File: src/rtl/popcount_stream_if.sv
// popcount_stream_if: stream handshake bundle; POPCOUNT_PARITY_EN adds dout_parity
interface popcount_stream_if #(parameter int DATA_WIDTH = 16, parameter int ACC_WIDTH = 16);
  localparam int CW = $clog2(DATA_WIDTH) + 1;
  logic [DATA_WIDTH-1:0] din;
  logic din_mode, din_last, din_valid, din_ready;
  logic [CW-1:0] dout_count;
  logic [ACC_WIDTH-1:0] dout_total;
  logic dout_sat, dout_last, dout_valid, dout_ready;
`ifdef POPCOUNT_PARITY_EN
  logic dout_parity;
`endif
  modport master (
    output din, din_mode, din_last, din_valid, dout_ready,
    input din_ready, dout_count, dout_total, dout_sat, dout_last, dout_valid
`ifdef POPCOUNT_PARITY_EN
    , input dout_parity
`endif
  );
  modport slave (
    input din, din_mode, din_last, din_valid, dout_ready,
    output din_ready, dout_count, dout_total, dout_sat, dout_last, dout_valid
`ifdef POPCOUNT_PARITY_EN
    , output dout_parity
`endif
  );
endinterface

File: src/rtl/popcount_stream.sv
// popcount_stream: 2-stage ones/zeros counter with saturating packet total; POPCOUNT_PARITY_EN adds dout_parity
module popcount_stream #(
  parameter int DATA_WIDTH = 16,
  parameter int CHUNK_WIDTH = 4,
  parameter int ACC_WIDTH = 16
) (
  input logic clk,
  input logic rst_n,
  popcount_stream_if.slave bus
);
  localparam int CW = $clog2(DATA_WIDTH) + 1;
  localparam int NCH = DATA_WIDTH / CHUNK_WIDTH;
  localparam int PW = $clog2(CHUNK_WIDTH) + 1;
  logic v1, v2, last1, adv1, adv2, sat, sat_n, ovf, sat_q, last_q;
  logic [NCH-1:0][PW-1:0] part, part1;
  logic [DATA_WIDTH-1:0] sel;
  logic [CW-1:0] cnt, count_q;
  logic [ACC_WIDTH:0] sum;
  logic [ACC_WIDTH-1:0] acc, tot, total_q;
  assign adv2 = !v2 || bus.dout_ready;
  assign adv1 = !v1 || adv2;
  assign bus.din_ready = adv1;
  assign bus.dout_valid = v2;
  assign bus.dout_count = count_q;
  assign bus.dout_total = total_q;
  assign bus.dout_sat = sat_q;
  assign bus.dout_last = last_q;
  // per-chunk partial counts of the polarity-selected word
  always_comb begin
    part = '0;
    sel = bus.din_mode ? ~bus.din : bus.din;
    for (int c = 0; c < NCH; c++)
      for (int b = 0; b < CHUNK_WIDTH; b++)
        part[c] = part[c] + PW'(sel[c*CHUNK_WIDTH+b]);
  end
  // sum partials and form the saturating packet total
  always_comb begin
    cnt = '0;
    for (int c = 0; c < NCH; c++) cnt = cnt + CW'(part1[c]);
    sum = (ACC_WIDTH+1)'(acc) + (ACC_WIDTH+1)'(cnt);
    ovf = sum[ACC_WIDTH];
    tot = ovf ? '1 : sum[ACC_WIDTH-1:0];
    sat_n = sat | ovf;
  end
  // stage 1: capture beat valid, last flag and partial counts
  always_ff @(posedge clk or negedge rst_n) begin
    if (!rst_n) begin
      v1 <= 1'b0;
      last1 <= 1'b0;
      part1 <= '0;
    end else if (adv1) begin
      v1 <= bus.din_valid;
      last1 <= bus.din_last;
      part1 <= part;
    end
  end
  // stage 2: register outputs and accumulate; bubbles only drop dout_valid
  always_ff @(posedge clk or negedge rst_n) begin
    if (!rst_n) begin
      v2 <= 1'b0;
      count_q <= '0;
      total_q <= '0;
      sat_q <= 1'b0;
      last_q <= 1'b0;
      acc <= '0;
      sat <= 1'b0;
    end else if (adv2) begin
      v2 <= v1;
      if (v1) begin
        count_q <= cnt;
        total_q <= tot;
        sat_q <= sat_n;
        last_q <= last1;
        acc <= last1 ? '0 : tot;
        sat <= last1 ? 1'b0 : sat_n;
      end
    end
  end
`ifdef POPCOUNT_PARITY_EN
  logic parity_q;
  assign bus.dout_parity = parity_q;
  // parity of the selected-polarity word is the count's lsb
  always_ff @(posedge clk or negedge rst_n) begin
    if (!rst_n) parity_q <= 1'b0;
    else if (adv2 && v1) parity_q <= cnt[0];
  end
`endif
endmodule

File: src/flat_wrapper.sv
// flat-port wrapper written by rule: the top's interface ports become plain ports
module popcount_stream_flat 
#(
  parameter int DATA_WIDTH = 16,
  parameter int CHUNK_WIDTH = 4,
  parameter int ACC_WIDTH = 16
)
  (clk, rst_n, bus_din, bus_din_mode, bus_din_last, bus_din_valid, bus_dout_ready, bus_din_ready, bus_dout_count, bus_dout_total, bus_dout_sat, bus_dout_last, bus_dout_valid);
  popcount_stream_if #(.DATA_WIDTH(DATA_WIDTH), .ACC_WIDTH(ACC_WIDTH)) bus_i ();
  input logic clk;
  input logic rst_n;
  input wire logic [$bits(bus_i.din)-1:0] bus_din;
  input wire logic [$bits(bus_i.din_mode)-1:0] bus_din_mode;
  input wire logic [$bits(bus_i.din_last)-1:0] bus_din_last;
  input wire logic [$bits(bus_i.din_valid)-1:0] bus_din_valid;
  input wire logic [$bits(bus_i.dout_ready)-1:0] bus_dout_ready;
  output wire logic [$bits(bus_i.din_ready)-1:0] bus_din_ready;
  output wire logic [$bits(bus_i.dout_count)-1:0] bus_dout_count;
  output wire logic [$bits(bus_i.dout_total)-1:0] bus_dout_total;
  output wire logic [$bits(bus_i.dout_sat)-1:0] bus_dout_sat;
  output wire logic [$bits(bus_i.dout_last)-1:0] bus_dout_last;
  output wire logic [$bits(bus_i.dout_valid)-1:0] bus_dout_valid;
  assign bus_i.din = bus_din;
  assign bus_i.din_mode = bus_din_mode;
  assign bus_i.din_last = bus_din_last;
  assign bus_i.din_valid = bus_din_valid;
  assign bus_i.dout_ready = bus_dout_ready;
  assign bus_din_ready = bus_i.din_ready;
  assign bus_dout_count = bus_i.dout_count;
  assign bus_dout_total = bus_i.dout_total;
  assign bus_dout_sat = bus_i.dout_sat;
  assign bus_dout_last = bus_i.dout_last;
  assign bus_dout_valid = bus_i.dout_valid;
  popcount_stream #(.DATA_WIDTH(DATA_WIDTH), .CHUNK_WIDTH(CHUNK_WIDTH), .ACC_WIDTH(ACC_WIDTH)) u_core (.clk(clk), .rst_n(rst_n), .bus(bus_i));
endmodule
File: config.mk
export PLATFORM = sky130hd
export DESIGN_NAME = popcount_stream_flat
export DESIGN_NICKNAME = d
export VERILOG_FILES = /design/src/rtl/popcount_stream_if.sv /design/src/rtl/popcount_stream.sv /design/src/flat_wrapper.sv
export SDC_FILE = /design/constraint.sdc
export NUM_CORES = 1
export LEC_CHECK = 0
export CORE_MARGIN = 5
export CORE_UTILIZATION = 30
export CTS_CLUSTER_DIAMETER = 150
export DETAILED_ROUTE_END_ITERATION = 10
export PLACE_DENSITY_LB_ADDON = 0.08
export SYNTH_ARGS = -nofsm -noshare
export SYNTH_HDL_FRONTEND = slang
export SYNTH_SLANG_ARGS = --single-unit
File: constraint.sdc
create_clock -name clk -period 9.3 [get_ports clk]
set_clock_uncertainty 0.05 [all_clocks]
set_input_delay 1.86 -clock clk [delete_from_list [all_inputs] [get_ports clk]]
set_output_delay 1.86 -clock clk [all_outputs]
set_load 0.005 [all_outputs]
==> out/qor.txt <==
Post-route clock period utilization: 58.99%
GPL Wtd Cong: 0.7121
Setup CP Type: in2out
Number of iterations in the first detailed-routing pass: 4
Via-to-Cell Ratio: 4.631
Share of cells above drive strength 1: 7.283%
Post-CTS setup buffers: 0
LEAKAGE: 1.716 nW
Io pins: 47
Clock sinks: 55
Pins Over Slew Limit: 0
Worst hold path class: reg2reg
Vias in the first global route: 2391
Fin. Hold Viols: 0
Post-route DRC: 0
Cts hold-fix bufs: 0
Via count: 2283
Yosys Warn Count: 0
All-Layer GR Usage: 11.44%
Antenna violations before repair: 0
Pwr/cell area: 253.2 nW/um^2
Finished Layout Cells: 493
Fin crit period: 5.486 ns
Die Y-Extent: 112.3 um
Synthesized area: 3142 um^2
Worst setup startpoint: bus_dout_ready
Unrepaired setup endpoints after global routing: false
Maximum vdd drop: 143.1 uV
Final setup vio count: 0
WL/cell: 13.99 um
Clk slew on worst S/H paths: 0.09 ns
Commonest non-fill, non-tap cell in the layout: dfrtp_1
#FFs+latches synth: 55
Inst Count DP: 486
Async set-reset flop share out of synthesis: 100.0%
Syn nets: 362
Synth Flop Type: dfrtp_1
Layout area overhead: 21.15%
Detailed Route Iter0 Violations: 68
Worst setup SP type: primary input
ANT cells: 0
Worst endpoint data arrival time: 3.58 ns
Unique cell type count in the Yosys netlist: 43
Relative slew margins: 27.68%
Antenna-violating nets left: 0
Initial core utilization: 30.57%
Sequential share of the synthesized area: 43.81%
Core Region: 10280 um^2
GRT Residual Overflow: 0
Layout fillers: 1067
MaxCap Viol Count: 0
Global-route wire length before repair: 11920 um
Max Buffers Root-to-Sink: 2
CTS Buf Count: 5
Max H-tree Level: 2
Critical Path End Type: primary output
Sum Neg Setup Slack: 0 ns
Worst hold start: u_core.bus.dout_sat
FP Rows: 37
Number of synthesized flops with an enable pin: 0
Post_cts resized: 0
Commonest non-fill, non-tap cells in the layout: 55 x dfrtp_1, 46 x nand2_1, 45 x clkdlybuf4s50_1
Largest net degree at the start of global routing: 56
HPWL after DPL: 4944 um
Max FO, Critical Path: 20
Clk_lat worst skew: 0.31 ns
Status: finished clean
Syn Inst Count: 315
Chip Width: 112.3 um
Fin nets: 404
Avg Inst Size Synth: 9.974 um^2
# port buffers: 46
Reg2reg start: u_core.part1[3]
Fmax: 0.1823 GHz
Critical path required time: 7.39 ns
Root Buffer: clkbuf_8
Worst slew pin tran: 1.082 ns
Drt total wl: 6898 um
DIE AREA: 12620 um^2
CTS tree: yes
## metal layers
layer	part of all wire (%)	global-route usage, %	wire [um]
met1	49	16.37	3391
met2	46	17.60	3187
met3	3.0	2.264	209
met4	1.6	3.285	110
met5	0	0	0
## cells by family (layout without fill, tap and decap cells)
group | count (synthesis) | count (layout) | share of synthesized area [%]
AND/OR/NAND/NOR | 104 | 104 | 15.85
buffers and inverters | 26 | 68 | 3.584
flip-flops | 55 | 55 | 43.81
multiplexers | 9 | 9 | 3.186
adder cells (fa/ha/maj) | 25 | 25 | 12.35
XOR/XNOR | 25 | 25 | 6.969
AO/OA/AOI/OAI | 71 | 71 | 14.26
## area by class of cell
class / count / area (um^2) / area share, %
multi-input cells: 234 / 1653 / 43.43
well taps: 136 / 170.2 / 4.471
clock inverters: 1 / 5.005 / 0.1315
clock buffers: 6 / 82.58 / 2.170
inverters: 13 / 48.80 / 1.282
flip-flops and latches: 55 / 1376 / 36.16
repair buffers: 48 / 470.5 / 12.36
## report_power, final
part	total [mW]	switching, mW	internal (mW)
Combinational	0.498	0.268	0.229
Sequential	0.329	0.0367	0.292
Clock	0.137	0.0782	0.0587
## worst paths after layout
path,slack [ns],endpoint,depth (start not counted)
max,3.81,bus_din_ready,3
min,0.43,u_core.bus.dout_sat,2
max reg2reg,5.01,u_core.acc[7],14
min reg2reg,0.43,u_core.bus.dout_sat,2
max in group asynchronous,7.09,u_core.part1[11],2
min in group asynchronous,1.63,u_core.bus.dout_total[9],2
## synth_stat cells, types with 2 or more instances
| library cell | instances | area share [%] |
|---|---|---|
| nand2_1 | 46 | 5.5 |
| o21ai_1 | 4 | 0.64 |
| buf_6 | 2 | 0.72 |
| o31ai_1 | 2 | 0.48 |
| and3_1 | 6 | 1.2 |
| nor3_1 | 4 | 0.64 |
| xnor2_1 | 7 | 2.0 |
| a21o_1 | 6 | 1.4 |
| a31oi_1 | 3 | 0.60 |
| xor2_1 | 18 | 5.0 |
| a21oi_1 | 19 | 3.0 |
| nor2_1 | 25 | 3.0 |
| fa_1 | 10 | 6.4 |
| and4_1 | 3 | 0.84 |
| ha_1 | 15 | 6.0 |
| inv_1 | 13 | 1.6 |
| and2_1 | 3 | 0.60 |
| a211oi_1 | 2 | 0.48 |
| a311oi_1 | 3 | 0.84 |
| o21ai_0 | 23 | 3.7 |
| mux2_2 | 8 | 2.9 |
| dfrtp_1 | 55 | 44 |
| nand2b_1 | 4 | 0.80 |
| o21bai_1 | 2 | 0.48 |
| clkbuf_1 | 10 | 1.2 |
| nand3_1 | 5 | 0.80 |
## per-stage QoR
| stage | hold slack (ns) | setup slack [ns] | cell area [um^2] | total power, mW | util, % |
|---|---|---|---|---|---|
| 6_report | 0.4317 | 3.814 | 3806 | 0.9636 | 37.03 |
| 5_1_grt | 0.4716 | 3.718 | 3806 | 1.058 | 37.03 |
| 4_1_cts | 0.4389 | 3.794 | 3806 | 0.9879 | 37.03 |
| 3_5_place_dp | 0.4147 | 3.796 | 3719 | 0.8416 | 36.18 |
| 3_3_place_gp | 0.4070 | 3.841 | 3719 | 0.8402 | 36.18 |
| 2_1_floorplan | 0.4063 | 5.185 | 3142 | 0.6701 | - |
## state kept, by name (all words and copies together) (netlist names)
name,flops
u_core.sat,1
u_core.acc,16
u_core.bus.dout_count,5
u_core.v1,1
u_core.last1,1
u_core.bus.dout_last,1
u_core.part1,12
u_core.bus.dout_sat,1
u_core.bus.dout_total,16
u_core.bus.dout_valid,1
## critical path: stages
cell             delay [ns]
clkdlybuf4s50_1        0.47
nand3b_1               0.59
clkdlybuf4s50_1        0.65
Note: power is estimated with default switching activity, not from simulation.
